[config.mk]
export PLATFORM = sky130hd
export DESIGN_NAME = frac_conv3x3
export DESIGN_NICKNAME = d
export VERILOG_FILES = /design/src/rtl/frac_conv_pkg.sv /design/src/rtl/frac_conv3x3_coef_regfile.sv /design/src/rtl/frac_conv3x3.sv
export SDC_FILE = /design/constraint.sdc
export NUM_CORES = 2
export LEC_CHECK = 0
export CAP_MARGIN = 20
export CORE_AREA = 2 2 365 367
export DETAILED_ROUTE_END_ITERATION = 10
export DIE_AREA = 0 0 367 369
export HOLD_SLACK_MARGIN = 0.05
export PLACE_DENSITY_LB_ADDON = 0.08
export SLEW_MARGIN = 40
export SYNTH_ARGS = -nofsm -noshare
export SYNTH_HDL_FRONTEND = slang
export SYNTH_SLANG_ARGS = --single-unit
[constraint.sdc]
create_clock -name clk -period 6.1 [get_ports clk]
set_clock_uncertainty 0.2 [all_clocks]
set_input_delay 1.22 -clock clk [delete_from_list [all_inputs] [get_ports clk]]
set_output_delay 1.22 -clock clk [all_outputs]
set_load 0.01 [all_outputs]
[src/rtl/frac_conv_pkg.sv]
// Shared constants, derived datapath widths and window tap mapping for the
// fractional-order 3x3 convolution block.
package frac_conv_pkg;

  localparam int TAPS  = 9;
  localparam int PIX_W = 8;

  // Tap index equals window byte index: byte 0 is the newest (bottom-right) pixel.
  typedef enum int {
    TAP_BR = 0, TAP_BC = 1, TAP_BL = 2,
    TAP_MR = 3, TAP_MC = 4, TAP_ML = 5,
    TAP_TR = 6, TAP_TC = 7, TAP_TL = 8
  } tap_e;

  function automatic int byte_lsb(input int tap);
    return tap * PIX_W;
  endfunction

  // {1'b0,pixel} x coef, then one row of 3 products, then 3 rows.
  function automatic int prod_w(input int coef_w);
    return coef_w + PIX_W + 1;
  endfunction

  function automatic int row_w(input int coef_w);
    return coef_w + PIX_W + 3;
  endfunction

  function automatic int sum_w(input int coef_w);
    return coef_w + PIX_W + 4;
  endfunction

  function automatic int identity_coef(input int frac_bits);
    return 1 << frac_bits;
  endfunction

endpackage

[src/rtl/frac_conv3x3_coef_regfile.sv]
// Nine run-time programmable mask coefficients; reset loads the identity mask
// (centre tap = 1.0, all others 0).
module frac_coef_regfile
  import frac_conv_pkg::*;
#(
  parameter int COEF_W    = 12,
  parameter int FRAC_BITS = 8
) (
  input  logic                          clk,
  input  logic                          rst,
  input  logic                          we,
  input  logic [3:0]                    addr,
  input  logic [COEF_W-1:0]             data,
  output logic [TAPS-1:0][COEF_W-1:0]   coef
);

  localparam logic [COEF_W-1:0] ID_COEF = COEF_W'(identity_coef(FRAC_BITS));

  logic [TAPS-1:0][COEF_W-1:0] coef_reg;

  always_ff @(posedge clk or posedge rst) begin
    if (rst) begin
      for (int i = 0; i < TAPS; i++)
        coef_reg[i] <= (i == int'(TAP_MC)) ? ID_COEF : '0;
    end else if (we) begin
      // Addresses 9..15 match no tap and are silently dropped.
      for (int i = 0; i < TAPS; i++)
        if (addr == 4'(i))
          coef_reg[i] <= data;
    end
  end

  assign coef = coef_reg;

endmodule

[src/rtl/frac_conv3x3.sv]
// 3-stage signed 9-tap weighted sum of a 3x3 window with rounding, saturation,
// border blanking and output position tracking. FRAC_ABS_EN: output |result|.
module frac_conv3x3
  import frac_conv_pkg::*;
#(
  parameter int WIDTH     = 256,
  parameter int HIGHT     = 256,
  parameter int COEF_W    = 12,
  parameter int FRAC_BITS = 8
) (
  input  logic              clk,
  input  logic              rst,
  input  logic              enable,
  input  logic [71:0]       win_in,
  input  logic              win_valid,
  input  logic              coef_we,
  input  logic [3:0]        coef_addr,
  input  logic [COEF_W-1:0] coef_data,
  output logic [7:0]        pix_out,
  output logic              pix_valid,
  output logic [15:0]       out_col,
  output logic [15:0]       out_row,
  output logic              frame_done
);

  localparam int P_W = prod_w(COEF_W);
  localparam int R_W = row_w(COEF_W);
  localparam int S_W = sum_w(COEF_W);
  localparam logic signed [S_W-1:0] ROUND = S_W'(identity_coef(FRAC_BITS) >> 1);

  logic [TAPS-1:0][COEF_W-1:0] coef;

  frac_coef_regfile #(
    .COEF_W    (COEF_W),
    .FRAC_BITS (FRAC_BITS)
  ) u_coef (
    .clk  (clk),
    .rst  (rst),
    .we   (coef_we),
    .addr (coef_addr),
    .data (coef_data),
    .coef (coef)
  );

  logic signed [P_W-1:0] prod_next [TAPS];
  logic signed [P_W-1:0] prod_reg  [TAPS];
  logic signed [R_W-1:0] rsum_next [3];
  logic signed [R_W-1:0] rsum_reg  [3];
  logic                  v1_reg, v2_reg;

  logic signed [S_W-1:0] sum_next, rounded, shifted;
  logic        [S_W-1:0] mag;
  logic        [7:0]     sat;

  logic [15:0] pos_col_reg, pos_row_reg;
  logic        last_col, last_row, border;

  genvar gi;
  generate
    for (gi = 0; gi < TAPS; gi++) begin : g_prod
      // Both operands widened to the product width so the multiply is exact.
      assign prod_next[gi] =
        $signed({{(P_W-PIX_W){1'b0}}, win_in[byte_lsb(gi) +: PIX_W]}) *
        $signed({{(P_W-COEF_W){coef[gi][COEF_W-1]}}, coef[gi]});
    end
    for (gi = 0; gi < 3; gi++) begin : g_row
      assign rsum_next[gi] = R_W'(prod_reg[3*gi]) + R_W'(prod_reg[3*gi+1]) +
                             R_W'(prod_reg[3*gi+2]);
    end
  endgenerate

  always_comb begin
    sum_next = S_W'(rsum_reg[0]) + S_W'(rsum_reg[1]) + S_W'(rsum_reg[2]);
    rounded  = sum_next + ROUND;
    shifted  = rounded >>> FRAC_BITS;
`ifdef FRAC_ABS_EN
    mag = shifted[S_W-1] ? -shifted : shifted;
`else
    mag = shifted[S_W-1] ? '0 : shifted;
`endif
    sat = (|mag[S_W-1:PIX_W]) ? 8'hFF : mag[PIX_W-1:0];
  end

  assign last_col = (pos_col_reg == 16'(WIDTH-1));
  assign last_row = (pos_row_reg == 16'(HIGHT-1));
  assign border   = (pos_col_reg == 16'd0) || last_col;

  // Datapath registers carry no reset; only the qualifiers do.
  always_ff @(posedge clk) begin
    if (enable) begin
      for (int i = 0; i < TAPS; i++) prod_reg[i] <= prod_next[i];
      for (int r = 0; r < 3; r++)    rsum_reg[r] <= rsum_next[r];
    end
  end

  always_ff @(posedge clk or posedge rst) begin
    if (rst) begin
      v1_reg      <= 1'b0;
      v2_reg      <= 1'b0;
      pix_valid   <= 1'b0;
      pix_out     <= '0;
      out_col     <= '0;
      out_row     <= '0;
      frame_done  <= 1'b0;
      pos_col_reg <= '0;
      pos_row_reg <= '0;
    end else if (enable) begin
      v1_reg    <= win_valid;
      v2_reg    <= v1_reg;
      pix_valid <= v2_reg;
      if (v2_reg) begin
        pix_out    <= border ? 8'd0 : sat;
        out_col    <= pos_col_reg;
        out_row    <= pos_row_reg;
        frame_done <= last_col && last_row;
        if (last_col) begin
          pos_col_reg <= '0;
          pos_row_reg <= last_row ? 16'd0 : pos_row_reg + 16'd1;
        end else begin
          pos_col_reg <= pos_col_reg + 16'd1;
        end
      end else begin
        frame_done <= 1'b0;
        // Stream ended early: restart position tracking at the frame origin.
        if (pix_valid) begin
          pos_col_reg <= '0;
          pos_row_reg <= '0;
          out_col     <= '0;
          out_row     <= '0;
        end
      end
    end
  end

endmodule

==> results.cfg <==
[die]
die_h_um = 369
die_w_um = 367
die_area_um2 = 135400
start_util = 0.4093
io_pins = 135
rows = 133
core_area_um2 = 131100

[global_routing]
grt_max_degree = 152
grt_pass1_wl_mm = 215.1
grtUsageTotal = 0.1994
grt-ovfl-total = 0
grt_pass1_vias = 40018
antenna_found_initial = 12

[drt]
wl_mm = 127.8
drc = 0
vias = 37363
vias_per_cell = 4.793
firstDrtPassIters = 5
drt_iter0_markers = 1652
post_drt_wl_per_cell_um = 16.40
drt.antenna.violating_nets = 0

[timing]
fin_crit_ps = 5883
fmax_mhz = 170.0
min_period_over_period = 0.9644
timing.final.max_slew_violations = 0
relSlewSlack = 0.4590
timing.final.hold_violations = 0
fin_setup_tns_ps = 0
setup_viol = 0
tightest_slew_ps = 811.5

[synthesis]
netlist.area_leader.share = 0.2947
synthArstFlopShare = 0.4163
synthCells = 5457
yosys-top-cells-count = 1,274 x inv_1, 790 x fa_1, 509 x nand2_1, 493 x and2_1, 486 x ha_1
synthFlopType = edfxtp_1
synth_edf_count = 258
yosys_register_bits = 442
ys_types = 75
synth_warnings = 0
synthTopCellsByArea = fa_1 29%, edfxtp_1 14%, ha_1 11%, inv_1 8.9%, dfrtp_1 8.5%
yosys.area.top_type = fa_1
syn_area_um2 = 53670
syn_nets = 6826
yosysSeqAreaShare = 0.2302
synth_area_per_cell_um2 = 9.835
yosys.cell_count.top_type = inv_1

[worst_setup_path]
cp-end-kind = flip-flop
cp_slowest_stage_delay_ps = 640
critical_path_cell_count = 19
worstPathRequired_ps = 6300
startpoint_type = input port
cp_slowest_cell = clkdlybuf4s50_1
crit_buf_inv = 5
cp_top_family = adder cells
crit_start = win_in[65]
path_cells = clkdlybuf4s50_1 > buf_4 > nand2_1 > fa_1 > fa_1 > inv_1 > ha_1 > inv_1 > fa_1 > inv_1 > ha_1 > a21o_1 > a21oi_1 > o21ai_0 > nand3_1 > and3_1 > or3_1 > and3_1 > a311o_1
cp_data_arrival_time_ps = 6080
critical_path_class = input port to flip-flop
critPathMaxFanout = 6
endpoint = prod_reg[0][187]
reg2reg_from = u_coef.coef[27]
r2r-end = prod_reg[0][62]
r2r_slack_ps = 950
rr_worst_depth = 20

[flow_run]
drv_cap = 0

[finish]
nFillCells = 12700
largest_reg_flops = 189
syn_to_final_growth_pct = 16.37
ff_latch_area_um2 = 12350
nets = 7351
fin_util = 0.4763
multiInputGateArea_um2 = 36090
layout-drive-gt1-share = 0.1156

[cts]
clkTransAtPathRegs_ps = 60
cts-buffers-inserted = 58
cts_tree = done
h-tree-depth = 2
cts_buffer_depth = 3
cts_root_buffer = clkbuf_16
clk_latency_ps = 670
cts_sinks = 442
cts_hold_buf = 0

[placement]
portBuffers = 134
dp_hpwl_mm = 103.8
routabilityCongestion = 0.8506

[outcome]
outcome = complete, no violations

[min_path]
hp-class = flip-flop to flip-flop
kinds of logic after synthesis:
kind of cell,share of synthesized area
adders and majority gates,0.4080
buffers and inverters,0.09815
and+or+nand+nor,0.1421
xor gates and xnor gates,0.03737
AOI/OAI and AO/OA,0.05998
muxes,0.02427
DFF,0.2302
through the flow:
stage               instances  setup slack (ps)  hold WS, ps  instance area [µm²]
floorplan                5457             148.1        275.0                53670
global placement         7675            -809.6        288.0                60390
detailed placement       7676            -615.5        295.0                60410
CTS                      7786             83.90        307.9                62390
global route             7787            -60.42        317.4                62430
finish                   7795             217.2        302.1                62450
per-layer routing:
layer  vias up  wire length [µm]  track usage
li1      18135                 -            -
met1     18587             58470       0.2706
met2       495             60980       0.3383
met3       144              5110      0.02325
met4         2              3231      0.05241
met5         -                16            0
cells in the final DEF, fill, tap and decap left out, drive strengths merged, types with 128 or more instances in the layout:
cell and count:
nand2 509, dfrtp 183, edfxtp 258, xnor2 172, nor2 140, fa 790, clkdlybuf4s50 133, buf 460
a21oi 128, ha 486, inv 1283, and2 493
repair_timing:
item | CTS | global route
buffers inserted | 0 | 0
gates resized for setup | 0 | 6
setup endpoints to repair | 0 | 7
how the worst min path moves through the flow:
stage,start,endpoint,depth (start not counted)
after floorplan,v1_reg,v1_reg,1
final,out_col[8],out_col[8],1
after detailed placement,out_row[5],out_row[5],1
after global placement,v1_reg,v2_reg,1
after global routing,out_row[8],out_row[8],1
after CTS,v1_reg,v1_reg,1
cell type report:
type | instances | area share
clock inverter | 34 | 0.005029
multi-input combinational | 3613 | 0.5779
inverter | 1274 | 0.07663
antenna | 8 | 0.0003205
tap | 1755 | 0.03516
clock buffer | 76 | 0.02667
timing repair buffer | 593 | 0.08046
sequential | 442 | 0.1978
Power is not shown: default switching activity piles up to over one toggle a cycle in this logic, so the estimate is an artifact.
